<file path="config.mk">
export PLATFORM = sky130hd
export DESIGN_NAME = data_memory_arbiter
export DESIGN_NICKNAME = d
export VERILOG_FILES = /design/src/rtl/uproc_pkg.sv /design/src/rtl/rr_arbiter2.sv /design/src/rtl/data_memory_arbiter.sv
export SDC_FILE = /design/constraint.sdc
export NUM_CORES = 1
export LEC_CHECK = 0
export ABC_AREA = 1
export BUFFER_PORTS_ARGS = -buffer_cell sky130_fd_sc_hd__buf_4
export CAP_MARGIN = 20
export CORE_MARGIN = 2
export CORE_UTILIZATION = 42
export DETAILED_ROUTE_END_ITERATION = 10
export PLACE_DENSITY = 0.75
export SYNTH_ARGS = -nofsm -noshare
export SYNTH_HDL_FRONTEND = slang
export SYNTH_SLANG_ARGS = --single-unit
</file>
<file path="constraint.sdc">
create_clock -name DataMemArb_CLOCK_50 -period 1.25 [get_ports DataMemArb_CLOCK_50]
set_input_delay 0.0625 -clock DataMemArb_CLOCK_50 [delete_from_list [all_inputs] [get_ports DataMemArb_CLOCK_50]]
set_output_delay 0.0625 -clock DataMemArb_CLOCK_50 [all_outputs]
set_load 0.03 [all_outputs]
</file>
<file path="src/rtl/uproc_pkg.sv">
// uproc_pkg: state and grant encodings shared by the uProcesador data-memory arbiter.
package uproc_pkg;
  typedef enum logic [1:0] {IDLE = 2'd0, ACCESS = 2'd1, RESP = 2'd2} arbState_t;
  localparam logic GNT_CPU = 1'b0;
  localparam logic GNT_LDR = 1'b1;
endpackage

</file>
<file path="src/rtl/rr_arbiter2.sv">
// rr_arbiter2: two-way round-robin choice between CPU and loader; remembers the last winner.
module rr_arbiter2 import uproc_pkg::*; (
  input  logic clk,
  input  logic rstN,
  input  logic reqCpu,
  input  logic reqLdr,
  input  logic take,
  output logic anyReq,
  output logic gntId
);
  logic lastGrant;
  assign anyReq = reqCpu | reqLdr;
  assign gntId = (reqCpu & reqLdr) ? ~lastGrant : (reqLdr ? GNT_LDR : GNT_CPU);
  always_ff @(posedge clk or negedge rstN)
    if (!rstN) lastGrant <= GNT_LDR;
    else if (take) lastGrant <= gntId;
endmodule

</file>
<file path="src/rtl/data_memory_arbiter.sv">
// data_memory_arbiter: shares the Data_Memory port between the CPU datapath and the loader,
// inserting WAIT_STATES cycles per access and returning a one-cycle ack to the winner.
module data_memory_arbiter import uproc_pkg::*; #(
  parameter int DATAWIDTH_BUS = 32,
  parameter int WAIT_STATES   = 2,
  parameter int WAITCNT_WIDTH = 3
) (
  input  logic                     DataMemArb_CLOCK_50,
  input  logic                     DataMemArb_RESET_InLow,
  input  logic                     DataMemArb_CPU_Req,
  input  logic                     DataMemArb_CPU_WR,
  input  logic [DATAWIDTH_BUS-1:0] DataMemArb_CPU_Addr,
  input  logic [DATAWIDTH_BUS-1:0] DataMemArb_CPU_WData,
  output logic                     DataMemArb_CPU_Ack,
  output logic                     DataMemArb_CPU_Stall,
  input  logic                     DataMemArb_LDR_Req,
  input  logic                     DataMemArb_LDR_WR,
  input  logic [DATAWIDTH_BUS-1:0] DataMemArb_LDR_Addr,
  input  logic [DATAWIDTH_BUS-1:0] DataMemArb_LDR_WData,
  output logic                     DataMemArb_LDR_Ack,
  output logic [DATAWIDTH_BUS-1:0] DataMemArb_RData,
  output logic                     DataMemArb_Mem_RD,
  output logic                     DataMemArb_Mem_WR,
  output logic [DATAWIDTH_BUS-1:0] DataMemArb_Mem_Addr,
  output logic [DATAWIDTH_BUS-1:0] DataMemArb_Mem_WData,
  input  logic [DATAWIDTH_BUS-1:0] DataMemArb_Mem_RData
);
  arbState_t state, stateNext;
  logic [WAITCNT_WIDTH-1:0] waitCnt;
  logic [DATAWIDTH_BUS-1:0] addrReg, wdataReg, rdataReg;
  logic wrReg, gntReg, anyReq, gntId, grantNow, lastWait, inAccess, inResp;

  rr_arbiter2 uArb (
    .clk   (DataMemArb_CLOCK_50),
    .rstN  (DataMemArb_RESET_InLow),
    .reqCpu(DataMemArb_CPU_Req),
    .reqLdr(DataMemArb_LDR_Req),
    .take  (grantNow),
    .anyReq(anyReq),
    .gntId (gntId)
  );

  assign grantNow = (state == IDLE) & anyReq;
  assign lastWait = waitCnt == WAITCNT_WIDTH'(WAIT_STATES);
  assign inAccess = state == ACCESS;
  assign inResp = state == RESP;

  always_comb begin
    stateNext = IDLE;
    if (grantNow) stateNext = ACCESS;
    else if (inAccess) stateNext = lastWait ? RESP : ACCESS;
  end

  // Address, data and direction are captured at grant so requesters may move on mid-access.
  always_ff @(posedge DataMemArb_CLOCK_50 or negedge DataMemArb_RESET_InLow)
    if (!DataMemArb_RESET_InLow) begin
      state <= IDLE;
      waitCnt <= '0;
      wrReg <= 1'b0;
      gntReg <= GNT_CPU;
      addrReg <= '0;
      wdataReg <= '0;
      rdataReg <= '0;
    end else begin
      state <= stateNext;
      waitCnt <= (inAccess && !lastWait) ? waitCnt + 1'b1 : '0;
      if (grantNow) begin
        gntReg <= gntId;
        wrReg <= gntId ? DataMemArb_LDR_WR : DataMemArb_CPU_WR;
        addrReg <= gntId ? DataMemArb_LDR_Addr : DataMemArb_CPU_Addr;
        wdataReg <= gntId ? DataMemArb_LDR_WData : DataMemArb_CPU_WData;
      end
      if (inAccess && lastWait && !wrReg) rdataReg <= DataMemArb_Mem_RData;
    end

  assign DataMemArb_Mem_RD = inAccess & ~wrReg;
  assign DataMemArb_Mem_WR = inAccess & wrReg;
  assign DataMemArb_CPU_Ack = inResp & (gntReg == GNT_CPU);
  assign DataMemArb_LDR_Ack = inResp & (gntReg == GNT_LDR);
  assign DataMemArb_CPU_Stall = DataMemArb_CPU_Req & ~DataMemArb_CPU_Ack;
  assign DataMemArb_Mem_Addr = addrReg;
  assign DataMemArb_Mem_WData = wdataReg;
  assign DataMemArb_RData = rdataReg;
endmodule

</file>
Yosys cells after proc, flatten, opt, wreduce, memory -nomap -nowiden:

Index checks and enable logic that the tools add are counted.

* bitwise gates (word level): 12
* add/subtract/negate cells: 1
* eq/ne operators: 3
* muxes and demuxes: 9
* reduce and logical (&&, ||, !) cells: 6

Operator list (count)
* 32-bit 2-to-1 mux: 2
* 1-bit bitwise AND: 7
* 2-bit 2-to-1 mux: 3
* 1-bit inverter: 4
* 3-bit by 1-bit adder with 3-bit output, second input constant: 1
* 3-bit by 2-bit equality test with 1-bit output, second input constant: 1
* 1-bit logical AND: 3
* 1-bit 2-to-1 mux: 3
* 3-bit 2-to-1 mux: 1
* 2-bit by 1-bit equality test with 1-bit output, second input constant: 1
* 2-bit equality test, second input constant: 1
* 1-bit zero test: 2
* 2-bit zero test: 1
* 1-bit OR: 1

* input bits: 166
* output and inout bits: 101
* register bits: 104

Logic depth before layout (Yosys ltp):

* depth after elaboration: 4
* mapped depth: 8
* mapped depth without buffers: 7

Modules after synthesis:

Synthesis repeated with hierarchy kept, for this count alone.

* cells, all modules: 665
* area total of the unflattened synthesis: 4918.5 um2

Modules (own cells, without submodules)
* data_memory_arbiter: area each 4859.7 um2, cells each 657, times used 1
* rr_arbiter2: area each 58.8 um2, cells each 8, times used 1

Worst setup path before layout:

No wires, ideal clock.

* path kind: reg-to-reg
* start: register waitCnt[0]
* end: register rdataReg[10] (netlist: DataMemArb_RData[10])
* required time: 1.132 ns
* stages on the path, launching flop included: 9
* setup time: 0.118 ns
* data arrival time: 1.249 ns
* path buffers: 1
* setup slack: -0.117 ns
* path through: dfrtp_1 inv_1 ha_1 inv_1 nor2_1 nand2_1 buf_2 nand2_1 nand2_1

* word-level cells in the longest chain between the ends: 3

Ends and longest elaborated chain
* from (decl): RTL line data_memory_arbiter.sv:29 `logic [WAITCNT_WIDTH-1:0] waitCnt;`
* from (signal assigned): RTL line data_memory_arbiter.sv:66 `waitCnt <= (inAccess && !lastWait) ? waitCnt + 1'b1 : '0;`
* 3-bit by 2-bit equality test with 1-bit output: RTL line data_memory_arbiter.sv:44 `assign lastWait = waitCnt == WAITCNT_WIDTH'(WAIT_STATES);`
* 1-bit logical AND (2 in a row): RTL line data_memory_arbiter.sv:73 `if (inAccess && lastWait && !wrReg) rdataReg <= DataMemArb_Mem_RData;`
* to (signal assigned): RTL line data_memory_arbiter.sv:73
* to (decl): RTL line data_memory_arbiter.sv:30 `logic [DATAWIDTH_BUS-1:0] addrReg, wdataReg, rdataReg;`

Every way passes these cells.
A chain may end at the register's enable or synchronous reset.

Worst setup path in the final report:

* start: register state[0]
* end: register addrReg[23] (netlist: DataMemArb_Mem_Addr[23])

* word-level cells in the longest chain between the ends: 2

Ends and longest elaborated chain
* from (decl): RTL line data_memory_arbiter.sv:28 `arbState_t state, stateNext;`
* from (signal assigned): RTL line data_memory_arbiter.sv:65 `state <= stateNext;`
* 2-bit zero test: RTL line data_memory_arbiter.sv:43 `assign grantNow = (state == IDLE) & anyReq;`
* 1-bit bitwise AND: RTL line data_memory_arbiter.sv:43
* to (signal assigned): RTL line data_memory_arbiter.sv:70 `addrReg <= gntId ? DataMemArb_LDR_Addr : DataMemArb_CPU_Addr;`
* to (decl): RTL line data_memory_arbiter.sv:30

Every way passes these cells.

==> run summary <==
vias per cell -> 4.72
Residual DRC -> 0
# IOs -> 267
row count -> 40
setup ws final -> -106 ps
fin crit share -> 1.09
largest net degree at the start of global routing -> 59
Worst path most repeated cell -> nand2_1
fraction of registers with async set/reset -> 1.00
most frequent cells in the layout -> 273 x buf_4, 262 x nand2_1, 157 x nand3_1, 134 x inv_1, 103 x dfrtp_1
Layout Skew -> 5.29 ps
Comb power frac -> 0.570
Chip Width -> 116 um
first-pass GRT wire length -> 26900 um
clock-pin slew on the worst setup and hold paths -> 70 ps
layout cells sized above 1 -> 0.325
Max-cap violations -> 0
Final Max Tran Viols -> 0
first drt pass iteration count -> 5
wire per inst -> 14.8 um
Internal -> 11.4 mW
Fin. Hold Viols -> 0
H-Tree Depth -> 3
vias in the first global route -> 5518
placed cells -> 1146
Slowest cell on crit path -> dfrtp_1
Die ar. -> 13400 sq um
Nets -> 1199
crit path max fanout -> 25
Min Clock Period, post-route -> 1360 ps
Worst Setup End Kind -> register
Area growth, synth to finish -> 60.7%
die height -> 116 um
CTS buffer count -> 9
clock power share -> 0.138
area of the multi-input gates -> 2010 sq um
sequential share of the synthesized area -> 0.495
Max Root-Sink Buffers -> 2
most common cell after layout, fill and taps aside -> buf_4
dpl hpwl -> 11400 um
GP Congestion -> 0.800
fin cells -> 1204
Initial Util -> 0.434
# setup viols final -> 103
relative slew slack -> 0.768
drt total wl -> 17900 um
CTS tree -> done
failing checks -> negative setup slack
register area -> 2600 sq um
grt ovf -> 0
Psw -> 9.61 mW
EDFF count, synth -> 0
switching power share of the total -> 0.458
CP startpoint kind -> register
Max VDD drop -> 0.00131 V
worst hold path type -> input port to register
Detail Route Antenna Nets -> 0
CP Class -> register to register
clk_lat worst skew -> 340 ps
unrepaired setup endpoints after global routing -> yes
Critical Path AT -> 1590 ps
Syn Nets -> 902
DR vias -> 5684
initial antenna violation count -> 0
CTS root buffer -> clkbuf_16
#FFs+latches synth -> 104
PD cells -> 2480 nW/um^2
Worst-Margin Slew -> 348 ps
Max Fclk -> 737 MHz
outcome -> finished, violations left
core area -> 12100 sq um
Fill cells -> 1038
synthesized instance count -> 734
sequential share of power -> 0.292
Post-synth top flop -> dfrtp_1
total track usage -> 0.256
post-synthesis cell area -> 5260 sq um
yosys warns -> 0
clk sinks -> 104
crit-path cells -> inv_2 -> nand2_2 -> nor2_4 -> inv_4 -> clkbuf_16 -> nand2_1 -> nand2_1
Initial DRC Count -> 336
CP peak stage delay -> 420 ps
count of buffers from port buffering -> 266
CP required -> 1480 ps
Avg Synthesized Cell Area -> 7.16 sq um
pre-CTS WS -> -15.6 ps
Leak -> 4.98 nW
Netlist cell types -> 17
-- per-layer routing --
metal  vias to the layer above  global-route usage  wire length [um]
met1                      2598               0.322              7190
met4                         0               0.126               685
met2                       231               0.430              8880
met5                         -                   0                 0
met3                        49              0.0439              1120
li1                       2806                   -                 -
-- state kept, by name, summed over array words and instances, names as in the netlist --
| register | cells |
|---|---|
| state | 2 |
| wrReg | 1 |
| uArb.lastGrant | 1 |
| DataMemArb_Mem_WData | 32 |
| gntReg | 1 |
| waitCnt | 3 |
| DataMemArb_RData | 32 |
| DataMemArb_Mem_Addr | 32 |
-- worst max-delay path: cells and delay by family, from the launching register on --
kind	cells	cell delay [ps]
and+or+nand+nor	4	410
DFF	1	420
buffers and inverters	3	390
-- power groups by stage --
stage | clock, mW | combinational, mW | sequential [mW]
after floorplan | 0 | 3.48 | 9.10
after detailed placement | 0 | 11.0 | 6.07
final | 2.90 | 11.9 | 6.12
after CTS | 2.95 | 11.3 | 6.09
after global placement | 0 | 10.8 | 6.07
after global routing | 3.10 | 12.9 | 6.31
-- cell type report --
cell class / instances / area share
Clock buffer: 12 / 0.0316
Sequential cell: 104 / 0.308
Timing Repair Buffer: 330 / 0.330
Inverter: 138 / 0.0616
Multi-Input combinational cell: 448 / 0.238
Clock inverter: 3 / 0.00474
Tap cell: 168 / 0.0249
Antenna cell: 1 / 0.000296
-- Yosys cell counts (all sizes together) (2+ instances only) --
master	number	area, sq um
nor2	10	42.5
dfrtp	103	2580
clkbuf	12	45.0
ha	2	25.0
nand2	268	1010
nand3	162	811
buf	32	170
o21ai	2	10.0
inv	138	518
-- per-stage QoR --
stage	hold WS (ps)	power, mW	util	instance area [sq um]	setup TNS [ps]
final	7.19	21.0	0.697	8450	-5710
after global routing	15.4	22.3	0.697	8440	-12700
after detailed placement	-130	17.1	0.622	7530	-44.6
after CTS	2.58	20.3	0.680	8240	-1160
after floorplan	-233	12.6	-	5270	-711
after global placement	-129	16.9	0.622	7530	0
-- timing repair --
| item | 4_1_cts | 5_1_grt |
|---|---|---|
| buffers inserted | 3 | 1 |
| gates resized for setup | 15 | 25 |
| cloned | 0 | 5 |
| pin swaps | 1 | 4 |
| endpoints found under the setup margin | 34 | 106 |
| hold endpoints to repair | 135 | 0 |
| hold buffers | 33 | 0 |
-- worst paths after layout --
kind | from | end | slack (ps) | cells after the start
worst max register to register | state[0]$_DFF_PN0_ | DataMemArb_Mem_Addr[23]$_DFFE_PN0P_ | -110 | 7
max in group asynchronous | DataMemArb_RESET_InLow | uArb.lastGrant$_DFFE_PN1P_ | 660 | 3
min in group asynchronous | DataMemArb_RESET_InLow | DataMemArb_Mem_Addr[19]$_DFFE_PN0P_ | 50 | 2
worst max-delay path | state[0]$_DFF_PN0_ | DataMemArb_Mem_Addr[23]$_DFFE_PN0P_ | -110 | 7
worst min register to register | DataMemArb_RData[28]$_DFFE_PN0P_ | DataMemArb_RData[28]$_DFFE_PN0P_ | 470 | 2
worst min-delay path | DataMemArb_CPU_Addr[19] | DataMemArb_Mem_Addr[19]$_DFFE_PN0P_ | 7 | 5
-- kinds of logic after synthesis --
group | count (synthesis) | share of synthesized area
AO/OA/AOI/OAI | 2 | 0.00190
AND/OR/NAND/NOR | 443 | 0.357
buffers and inverters | 182 | 0.139
XOR/XNOR | 1 | 0.00167
flip-flops | 104 | 0.495
adder cells (fa/ha/maj) | 2 | 0.00476
Power figures use the tool's default switching activity.
